## src/rtl/ats21_cmd_feeder.sv

```systemverilog
// Two 32-bit command FIFOs (channel A and B), drained in lock-step as paired
// upper/lower half-word beats toward the downstream alarm/timer block.

module ats21_cmd_fifo #(
    parameter int DEPTH = 4
) (
    input  logic        clk,
    input  logic        reset,
    input  logic        push,
    input  logic [31:0] din,
    input  logic        pop,
    output logic [31:0] head,
    output logic        not_full,
    output logic        not_empty
);
    localparam int PW = (DEPTH > 1) ? $clog2(DEPTH) : 1;
    localparam int CW = $clog2(DEPTH + 1);

    logic [31:0]   mem [DEPTH];
    logic [PW-1:0] wr_ptr;
    logic [PW-1:0] rd_ptr;
    logic [CW-1:0] count;

    assign not_full  = (count < CW'(DEPTH));
    assign not_empty = (count != '0);
    assign head      = not_empty ? mem[rd_ptr] : 32'h0;

    always_ff @(posedge clk) begin
        if (push) begin
            mem[wr_ptr] <= din;
        end
    end

    // DEPTH is a power of two, so the pointers wrap naturally at their width.
    always_ff @(posedge clk or negedge reset) begin
        if (!reset) begin
            wr_ptr <= '0;
            rd_ptr <= '0;
            count  <= '0;
        end else begin
            if (push) begin
                wr_ptr <= wr_ptr + PW'(1);
            end
            if (pop) begin
                rd_ptr <= rd_ptr + PW'(1);
            end
            case ({push, pop})
                2'b10:   count <= count + CW'(1);
                2'b01:   count <= count - CW'(1);
                default: count <= count;
            endcase
        end
    end
endmodule

module ats21_cmd_feeder #(
    parameter int DEPTH = 4
) (
    input  logic        clk,
    input  logic        reset,
    input  logic        cmdA_valid,
    input  logic [31:0] cmdA,
    output logic        cmdA_ready,
    input  logic        cmdB_valid,
    input  logic [31:0] cmdB,
    output logic        cmdB_ready,
    input  logic        ready,
    output logic        req,
    output logic [15:0] ctrlA,
    output logic [15:0] ctrlB,
    output logic        busy,
    output logic [15:0] cmds_sent
);
    typedef enum logic [1:0] {
        IDLE,
        UPPER,
        LOWER
    } state_t;

    state_t      state;
    logic [31:0] holdA;
    logic [31:0] holdB;
    logic [31:0] headA;
    logic [31:0] headB;
    logic        a_not_empty;
    logic        b_not_empty;
    logic        start;
    logic        pushA;
    logic        pushB;
    logic        popA;
    logic        popB;

    assign pushA = cmdA_valid && cmdA_ready;
    assign pushB = cmdB_valid && cmdB_ready;
    assign start = (state == IDLE) && (a_not_empty || b_not_empty);
    assign popA  = start && a_not_empty;
    assign popB  = start && b_not_empty;

    ats21_cmd_fifo #(.DEPTH(DEPTH)) u_fifo_a (
        .clk       (clk),
        .reset     (reset),
        .push      (pushA),
        .din       (cmdA),
        .pop       (popA),
        .head      (headA),
        .not_full  (cmdA_ready),
        .not_empty (a_not_empty)
    );

    ats21_cmd_fifo #(.DEPTH(DEPTH)) u_fifo_b (
        .clk       (clk),
        .reset     (reset),
        .push      (pushB),
        .din       (cmdB),
        .pop       (popB),
        .head      (headB),
        .not_full  (cmdB_ready),
        .not_empty (b_not_empty)
    );

    // An empty channel reads back 32'h0 from its FIFO, so it rides along as a NOP.
    always_ff @(posedge clk or negedge reset) begin
        if (!reset) begin
            state     <= IDLE;
            holdA     <= 32'h0;
            holdB     <= 32'h0;
            req       <= 1'b0;
            busy      <= 1'b0;
            ctrlA     <= 16'h0;
            ctrlB     <= 16'h0;
            cmds_sent <= 16'h0;
        end else begin
            case (state)
                IDLE: begin
                    if (start) begin
                        holdA <= headA;
                        holdB <= headB;
                        ctrlA <= headA[31:16];
                        ctrlB <= headB[31:16];
                        req   <= 1'b1;
                        busy  <= 1'b1;
                        state <= UPPER;
                    end
                end
                UPPER: begin
                    if (ready) begin
                        ctrlA <= holdA[15:0];
                        ctrlB <= holdB[15:0];
                        state <= LOWER;
                    end
                end
                LOWER: begin
                    if (ready) begin
                        ctrlA     <= 16'h0;
                        ctrlB     <= 16'h0;
                        req       <= 1'b0;
                        busy      <= 1'b0;
                        cmds_sent <= cmds_sent + 16'd1;
                        state     <= IDLE;
                    end
                end
                default: begin
                    ctrlA <= 16'h0;
                    ctrlB <= 16'h0;
                    req   <= 1'b0;
                    busy  <= 1'b0;
                    state <= IDLE;
                end
            endcase
        end
    end
endmodule

```

## config.mk

```make
export PLATFORM = sky130hd
export DESIGN_NAME = ats21_cmd_feeder
export DESIGN_NICKNAME = d
export VERILOG_FILES = /design/src/rtl/ats21_cmd_feeder.sv
export SDC_FILE = /design/constraint.sdc
export NUM_CORES = 1
export LEC_CHECK = 0
export ABC_AREA = 1
export BUFFER_PORTS_ARGS = -buffer_cell sky130_fd_sc_hd__buf_4
export CORE_MARGIN = 5
export CORE_UTILIZATION = 35
export DETAILED_ROUTE_END_ITERATION = 10
export REMOVE_ABC_BUFFERS = 1
export SYNTH_ARGS = -nofsm -noshare
export SYNTH_HDL_FRONTEND = slang
export SYNTH_SLANG_ARGS = --single-unit
```

## constraint.sdc

```tcl
create_clock -name clk -period 2.68 [get_ports clk]
set_input_delay 0.536 -clock clk [delete_from_list [all_inputs] [get_ports clk]]
set_output_delay 0.536 -clock clk [all_outputs]
set_load 0.1 [all_outputs]
```

; ---- Word level (Yosys, flattened, before mapping)
; Memories as Yosys holds them, arrays and structs flattened.
; Index checks and enable logic that the tools add are counted.
; Widths: inputs -> output; s select.
[word_totals]
register_bits = 97
latch_bits = 0
ram_bits = 256
rom_bits = 0
inputBits = 69
output_inout_bits = 52
wordCells = 73
memories = 2
[mem_list]
columns = name, depth, width, rd, rd_ports_with_merged_regs, wr, line_no
row1 = u_fifo_a.mem, 4, 32, 1, 0, 1, 19  ; logic [31:0] mem [DEPTH];
row2 = u_fifo_b.mem, 4, 32, 1, 0, 1, 19
[op_classes]
addsub = 9
multipliers = 0
n_div = 0
n_lt_le_gt_ge = 2
n_eq_ne = 9
n_shift = 0
n_mux = 22
bitwise = 1
n_reduce_logical = 15
[ops]
columns = op, n
row1 = $pmux 16 s3, 2
row2 = $mux 16, 5
row3 = $mux 32, 2
row4 = $add 16x1->16 const B, 1
row5 = $pmux 3 s2, 2
row6 = $add 2x1->2 const B, 4
row7 = $add 3x1->3 const B, 2
row8 = $eq 2x1->1 const B, 3
row9 = $eq 2x2->1 const B, 3
row10 = $lt 3x3->1 const B, 2
row11 = $mux 1, 6
row12 = $mux 2, 3
row13 = $ne 2x2->1 const B, 3
row14 = $pmux 2 s3, 1
row15 = $reduce_and 3->1, 2
row16 = $reduce_bool 3->1, 2
row17 = $sub 3x1->3 const B, 2
row18 = $logic_and 1x1->1, 5
row19 = $reduce_and 2->1, 2
row20 = $reduce_bool 2->1, 2
row21 = $pmux 1 s3, 1
row22 = $logic_not 2->1, 1
row23 = $logic_or 1x1->1, 1
row24 = $not 1->1, 1

; ---- Longest topological paths before layout
; Gate-level depths: netlist (run 1).
[depth]
ltp_word = 6
depth_mapped = 11
ltp_nobuf = 10

; ---- Cells and area by module
; Synthesis (run 1) repeated with hierarchy kept, for this count alone.
[unflattened]
cells_unflattened = 1578
hier_area_um2 = 15516.1
[by_module_without_submodules]
columns = mod, instances, cells_per_inst, area_per_inst_um2, seq_area_each_um2
row1 = ats21_cmd_fifo, 2, 553, 5848.1, 4018.9
row2 = ats21_cmd_feeder, 1, 472, 3819.9, 2077.0

; ---- Least setup slack after synthesis (run 1)
; OpenSTA, ideal clock, no wires.
[synth_timing]
path_kind = register -> register
startpoint = register u_fifo_a.count[2]
endpoint = memory u_fifo_a.mem[0][0] (enable)
setup_ns = 0.421
t_arrival_ns = 2.797
required_time_ns = 2.259
slack_ns = -0.539
path_stages_with_launch = 4
path_buffers = 0
synth_period_minus_slack_ns = 3.219
path_cell_list = dfrtp_1 inv_1 nand2_1 nor2_1
[synth_between]
elab_chain_cells = 4
[synth_rtl]
columns = item, line_no
row1 = "start, declared", 22  ; logic [CW-1:0] count;
row2 = "start signal, assigned", 48  ; 2'b10: count <= count + CW'(1);
row3 = "start signal, assigned", 49  ; 2'b01: count <= count - CW'(1);
row4 = "start signal, assigned", 50  ; default: count <= count;
row5 = $lt 3x3->1, 24  ; assign not_full = (count < CW'(DEPTH));
row6 = via cmdA_ready, 63  ; output logic cmdA_ready,
row7 = $logic_and 1x1->1, 93  ; assign pushA = cmdA_valid && cmdA_ready;
row8 = $mux 1, 29  ; if (push) begin
row9 = $mux 1 (implied by the code), 30  ; mem[wr_ptr] <= din;
row10 = "end, declared", 19
; The timed path passes the listed nets, and every way through them passes these cells.

; ---- Final worst setup path (run 1)
[layout_timing]
startpoint = register state[1]
endpoint = register u_fifo_a.count[2]
[layout_between]
elab_chain_cells = 5
word_cells_on_any_way = 7
classes_between = eq/ne: 2 / mux: 1 / reduce/logical: 4
[layout_rtl]
columns = item, line_no
row1 = "start, declared", 80  ; state_t state;
row2 = "start signal, assigned", 124  ; state <= IDLE;
row3 = "start signal, assigned", 142  ; state <= UPPER;
row4 = "start signal, assigned", 149  ; state <= LOWER;
row5 = $logic_not 2->1 *, 95  ; assign start = (state == IDLE) && (a_not_empty || b_not_empty);
row6 = $logic_and 1x1->1 *, 95
row7 = $logic_and 1x1->1 *, 96  ; assign popA = start && a_not_empty;
row8 = $eq 2x1->1 or $eq 2x2->1 (tied branches), 47  ; case ({push, pop})
row9 = $pmux 3 s2 or $reduce_bool 2->1 (tied branches), n/a
; Every way passes the cells marked *; elsewhere a longest branch is shown, timed or not.
; A chain may end at the register's enable or synchronous reset.

==> results of run 1 <==
per-layer routing:
metal / part of all wire / vias to the layer above
met5: 0.0017 / -
met4: 0.020 / 8
met3: 0.058 / 44
met2: 0.49 / 180
met1: 0.43 / 4443
li1: - / 4684
cell usage in the layout (no fill, tap or decap), drive strengths merged, types with 2 or more instances in the layout:
master,Yosys,final
nand2,575,575
edfxtp,256,256
buf,31,146
o21ai,104,104
nor2,100,100
dfrtp,97,97
inv,74,74
clkbuf,26,58
a21oi,36,36
nand3,18,18
xor2,11,11
ha,11,11
clkinv,0,9
xnor2,6,6
nor3,5,5
nand3b,3,3
fa,2,2
layout make-up:
cell class	instances	area (um^2)	area share
Antenna cell	1	2.502	0.0001457
Inverter	74	277.8	0.01617
Tap cell	532	665.6	0.03874
Multi-Input combinational cell	872	3770	0.2194
Clock inverter	11	78.83	0.004588
Timing Repair Buffer	146	1159	0.06744
Sequential cell	353	10120	0.5889
Clock buffer	58	1110	0.06460
cells in the mapped netlist, types with 6 or more instances:
library cell    n  area, um^2
inv_2           6       22.52
buf_4           7       52.55
nor2_1         95       356.6
a21oi_1        36       180.2
xnor2_1         6       52.55
nand2_1       574        2155
inv_1          68       255.2
o21ai_1        19       95.09
buf_2          21       105.1
o21ai_0        85       425.4
dfrtp_1        97        2427
nand3_1        16       80.08
clkbuf_1       25       93.84
edfxtp_1      256        7687
xor2_1         11       96.34
ha_1           11       137.6
kinds of logic after synthesis:
kind of cell | after synthesis | share of synthesized area
adders and majority gates | 13 | 0.01231
DFF | 353 | 0.7008
buffers and inverters | 131 | 0.03936
AOI/OAI and AO/OA | 140 | 0.04855
and+or+nand+nor | 702 | 0.1886
xor gates and xnor gates | 17 | 0.01032
power breakdown:
| group | switching [mW] | total [mW] | internal, mW | leakage (nW) |
|---|---|---|---|---|
| sequential | 0.408 | 7.36 | 6.95 | 3.57 |
| clock | 2.04 | 5.00 | 2.95 | 0.580 |
| combinational | 5.42 | 7.32 | 1.90 | 3.21 |
worst max-delay path, cell delays in order, from the launching register on:
cell     delay, ns
dfrtp_1       0.43
nor2_2        0.18
inv_2         0.08
nor2_4        0.28
ha_1          0.20
inv_1         0.06
fa_1          0.38
a21oi_1       0.14
o21ai_0       0.12
xor2_1        0.16
flip-flops by register name (all words and copies together) (netlist names):
| register | count |
|---|---|
| u_fifo_a.mem | 128 |
| u_fifo_b.mem | 128 |
| cmds_sent | 16 |
| ctrlA | 16 |
| ctrlB | 16 |
| holdA | 16 |
| holdB | 16 |
| u_fifo_a.count | 3 |
| u_fifo_b.count | 3 |
| state | 2 |
| u_fifo_a.rd_ptr | 2 |
| u_fifo_a.wr_ptr | 2 |
| u_fifo_b.rd_ptr | 2 |
| u_fifo_b.wr_ptr | 2 |
| busy | 1 |
metrics by stage:
stage / power, mW / setup slack, ns / instance area (um^2)
finish: 19.68 / 0.5304 / 17180
global route: 21.01 / 0.3819 / 17180
CTS: 19.97 / 0.5254 / 17180
detailed placement: 14.92 / 0.5466 / 15990
global placement: 14.80 / 0.5577 / 15990
floorplan: 12.40 / -0.5386 / 14140
worst max-delay path by stage:
stage / cells past startpoint / startpoint / to
after global routing: 9 / state[1]$_DFFE_PN0P_ / u_fifo_a.count[2]$_DFFE_PN0P_
after global placement: 8 / cmdA_valid / u_fifo_a.count[2]$_DFFE_PN0P_
final: 9 / state[1]$_DFFE_PN0P_ / u_fifo_a.count[2]$_DFFE_PN0P_
after CTS: 9 / state[1]$_DFFE_PN0P_ / u_fifo_a.count[2]$_DFFE_PN0P_
after floorplan: 3 / u_fifo_a.count[2]$_DFFE_PN0P_ / u_fifo_a.mem[0][0]$_DFFE_PP_
after detailed placement: 9 / state[1]$_DFFE_PN0P_ / u_fifo_a.count[2]$_DFFE_PN0P_
==> metrics.md, run 1 <==
| Metric | Value |
|---|---|
| Outcome | finished clean |
| Total congestion overflow | 0 |
| Fin crit period | 2.150 ns |
| Most Used Layer, Global Route | met2 |
| Placement Rows | 74 |
| Worst IR drop on VDD | around 470 uV |
| Post-CTS Resized | 0 |
| Fmax | approximately 0.47 GHz |
| Initial antenna violation count | 5 |
| Flop and latch count out of synthesis | between 300 and 400 |
| Post-synth ARST share | 0.2748 |
| Die ar. | 0.04540 mm^2 |
| Startpoint Class | register |
| Slew @ Worst Pin | 0.7922 ns |
| # setup viols final | 0 |
| Sequential fraction of the synthesis area | 0.7008 |
| Post-Route Skew | about 0.014 ns |
| Post-synth EDFFs | approximately 260 |
| DR vias | roughly 9,400 |
| Routability cong. | 0.7457 |
| Yosys warning count | 0 |
| Lkg Pwr | 7.362 nW |
| Met2 Use GR | 0.2425 |
| Chip width | 213.1 um |
| WP data arrival | 2.55 ns |
| RSZ-0062 raised after global routing | false |
| Layout cell share with drive strength beyond 1 | 0.1473 |
| Root Driver | clkbuf_16 |
| CTS HTree Levels | 2 |
| Syn_area_per_cell | approximately 11 um^2 |
| Clock transition at path regs | roughly 0.060 ns |
| Worst reg-to-reg setup slack | 0.53 ns |
| Total CTS buffers | 38 |
| CTS max path bufs | 3 |
| Core area | a little over 0.04 mm^2 |
| Largest net degree at the start of global routing | 82 |
| Required @ worst endpoint | 3.08 ns |
| Period utilisation layout | 0.8021 |
| Crit Path Class | register to register |
| Global-route met1 utilization | 0.1901 |
| Filler instances | 3,852 |
| Worst skew pair latency | 0.53 ns |
| Final hold slack | 0.02968 ns |
| I/O Buffers | 120 |
| Max Cap Viol | 0 |
| Sink Count | 353 |
| Cells after DPL | between 1,500 and 2,000 |
| I/O pin count | 121 |
| Antenna-violating nets left | 0 |
| Ys flop type | edfxtp_1 |
| Final #Nets | 1,567 |
| Post-Syn Instances | approximately 1,400 |
| Syn-to-layout area delta | 19.04% |
| Vias in the first global route | around 9,100 |
| DR WL/cell | 16.10 um |
| Slew headroom | 0.4719 |
| Netlist Area Pre-Place | 0.01443 mm^2 |
| Crit end category | register |
| Worst reg2reg path endpoint | u_fifo_a.count[2]$_DFFE_PN0P_ |
| Crit path max fanout | 8 |
| DP HPWL | 19,240 um |
| Non-filler cells, final | between 2,000 and 2,500 |
| Setup TNS | 0 ns |
| Drt initial violations | between 500 and 600 |
| Reg-to-Reg Start | state[1]$_DFFE_PN0P_ |
| DR pass1 iterations | 5 |
| # DRC | 0 |
| GRT Resource Usage Total | 0.1450 |
| Post-CTS Setup Repair Bufs | 0 |
| Final wirelength | around 33,000 um |
| First-pass GRT wire length | 51,680 um |
| R2R depth | 9 |
| Met3 Use GR | 0.03482 |
| Vias per cell | 4.572 |
| Hold crit path type | input pin to async pin |
| Fin util | 0.4208 |
| Post-synth cell types | 27 |
| P per Cell Area | 1145 mW/mm^2 |
| CTS Hold Bufs | 0 |
| CTS tree | yes |
| Die span in y | 213.1 um |
| Initial Utilization | 0.3535 |
| Hold Fails Final Rpt | 0 |
| Pins over their slew limit | 0 |
No activity file was read; power rests on OpenSTA's default activity.
==> run 2: changes to the inputs <==
- clock period: 2.68 -> 2.05 ns (I/O delays scaled with it)
==> metrics.md, run 2 (synthesis results as in run 1) <==
| Metric | Value |
|---|---|
| Outcome | finished clean |
| Max Cap Viol | 0 (unchanged) |
| DR WL/cell | 15.91 um (-1.2%) |
| Final wirelength | 32,700 um (-0.75%) |
| Syn-to-layout area delta | 20.48% |
| Crit path max fanout | 3 (-5) |
| CTS HTree Levels | 2 (unchanged) |
| RSZ-0062 raised after global routing | false |
| Pins over their slew limit | 0 (unchanged) |
| Die ar. | 0.04540 mm^2 (unchanged) |
| CTS max path bufs | 3 (unchanged) |
| Total CTS buffers | 38 (unchanged) |
| DP HPWL | 19,420 um (+0.98%) |
| Slew @ Worst Pin | 0.7653 ns (-0.02690 ns) |
| Tot Pwr | 26.03 mW (+32%) |
| Vias per cell | 4.541 (-0.67%) |
| Crit end category | register |
| CP cell instances | nor2_2 > inv_2 > nor2_4 > ha_1 > inv_1 > fa_1 > a21oi_1 > o21ai_0 > xor2_1 |
| Crit Path Class | register to register |
| GRT Resource Usage Total | 0.1444 (-0.0005932) |
| Placed cell area | 0.01618 mm^2 (+1.2%) |
| WP data arrival | 2.27 ns (-0.28 ns) |
| Fin crit period | 1.876 ns (-0.2736 ns) |
| Initial Utilization | 0.3535 (unchanged) |
| Biggest regs | u_fifo_a.mem (128), u_fifo_b.mem (128) |
| First-pass GRT wire length | 51,610 um (-0.15%) |
| Clock transition at path regs | 0.06 ns (about the same) |
| CTS tree | yes |
| Final #Nets | 1,578 (+0.70%) |
| Die span in y | 213.1 um (unchanged) |
| Drt initial violations | 526 (-4.2%) |
| Highest-count cells in the layout ignoring fill and taps | nand2_1, edfxtp_1, buf_4 |
| # DRC | 0 (unchanged) |
| Initial antenna violation count | 3 (-2) |
| Root Driver | clkbuf_16 |
| Largest net degree at the start of global routing | 55 (-33%) |
| Fin area | 0.01739 mm^2 (+1.2%) |
| Worst IR drop on VDD | 722.8 uV (+53%) |
| # setup viols final | 0 (unchanged) |
| DR pass1 iterations | 7 (+2) |
| Worst skew pair latency | 0.53 ns (about the same) |
| Routability cong. | 0.7416 (-0.55%) |
| Critical Path Max Stage Delay | 0.39 ns (-0.04 ns) |
| Slew headroom | 0.4891 (+0.01719) |
| Placement Rows | 74 (unchanged) |
| Vias in the first global route | 9,349 (+2.6%) |
| Hold Fails Final Rpt | 0 (unchanged) |
| Core area | 0.04083 mm^2 (unchanged) |
| Startpoint Class | register |
| Lkg Pwr | 7.453 nW (+1.2%) |
| Required @ worst endpoint | 2.45 ns (-0.63 ns) |
| Hold crit path type | input pin to register |
| Post-CTS Setup Repair Bufs | 0 (unchanged) |
| Total congestion overflow | 0 (unchanged) |
| Antenna-violating nets left | 0 (unchanged) |
| DR vias | 9,337 (-0.24%) |
| I/O Buffers | 120 (unchanged) |
| Slowest CP cell | dfrtp_1 |
| P per Cell Area | 1497 mW/mm^2 (+31%) |
| Filler instances | 3,773 (-2.1%) |
| Fmax | 0.5331 GHz (+15%) |
| Chip width | 213.1 um (unchanged) |
| Sink Count | 353 (unchanged) |
| Period utilisation layout | 0.9151 (+0.1130) |
| Post-Route Skew | 0.01691 ns (+0.002884 ns) |
| Most common cell after layout, fill and taps aside | nand2_1 |
| I/O pin count | 121 (unchanged) |
| Final hold slack | 0.07788 ns (+0.04820 ns) |
| Layout cell share with drive strength beyond 1 | 0.1536 (+0.006352) |
run 2: changes by cell type in the layout (fill, tap and decap cells not counted), sizes merged:
cell,before,now
buf,146,156
bufinv,1,2
clkbuf,58,53
clkinvlp,1,0
dlygate4sd3,0,1
inv,74,77
run 2: layout make-up:
class / instances / area, um^2 / share of cell area
tap: 532 / 665.6 / 0.03828
multi-input combinational: 872 / 3770 / 0.2168
clock inverter: 14 / 140.1 / 0.008059
inverter: 74 / 277.8 / 0.01597
clock buffer: 53 / 1059 / 0.06088
antenna: 1 / 2.502 / 0.0001439
timing repair buffer: 157 / 1356 / 0.07800
sequential: 353 / 10120 / 0.5819
run 2: per-layer routing:
layer,part of all wire,global-route usage,wire length (um),vias up
li1,-,-,-,4712
met3,0.049,0.02895,1594,53
met1,0.45,0.1906,14600,4407
met5,0.00083,0,27,-
met2,0.48,0.2420,15700,161
met4,0.024,0.04546,782,4
run 2: per-stage QoR:
step | std cells | worst slack (ns) | util | TNS (ns)
after global routing | 2056 | 0.05957 | 0.4258 | 0
after CTS | 2055 | 0.1615 | 0.4258 | 0
after global placement | 1987 | 0.2036 | 0.3962 | 0
after detailed placement | 1987 | 0.1778 | 0.3962 | 0
after floorplan | 1299 | -1.169 | - | -287.57
final | 2056 | 0.1740 | 0.4258 | 0
run 2: critical path: cells and delay by family (launching register included):
family	cells	cell delay, ns
compound gates	2	0.26
xor+xnor	1	0.15
fa+ha+maj	2	0.52
buf+inv	2	0.14
flops	1	0.39
simple gates	2	0.29
run 2: repair_timing:
action | CTS | global route
hold endpoints to repair | 14 | 0
hold buffers | 1 | 0
gates resized for setup | 0 | 0
run 2: path summary, 6_finish.rpt:
| path | startpoint | endpoint | slack [ns] | depth (start not counted) |
|---|---|---|---|---|
| worst max-delay path | state[0]$_DFFE_PN0P_ | u_fifo_a.count[2]$_DFFE_PN0P_ | 0.17 | 9 |
| worst min-delay path | cmdA[22] | u_fifo_a.mem[1][22]$_DFFE_PP_ | 0.08 | 1 |
| worst max register to register | state[0]$_DFFE_PN0P_ | u_fifo_a.count[2]$_DFFE_PN0P_ | 0.17 | 9 |
| worst min register to register | u_fifo_b.count[0]$_DFFE_PN0P_ | u_fifo_b.count[0]$_DFFE_PN0P_ | 0.47 | 1 |
| max in group asynchronous | reset | cmds_sent[3]$_DFFE_PN0P_ | 1.18 | 3 |
| min in group asynchronous | reset | ctrlB[9]$_DFFE_PN0P_ | 0.31 | 2 |
run 2: power by group:
part	internal [mW]	total [mW]	switching (mW)
combinational	2.69	9.80	7.10
clock	3.88	6.56	2.69
sequential	9.08	9.67	0.590
total	15.7	26.0	10.4
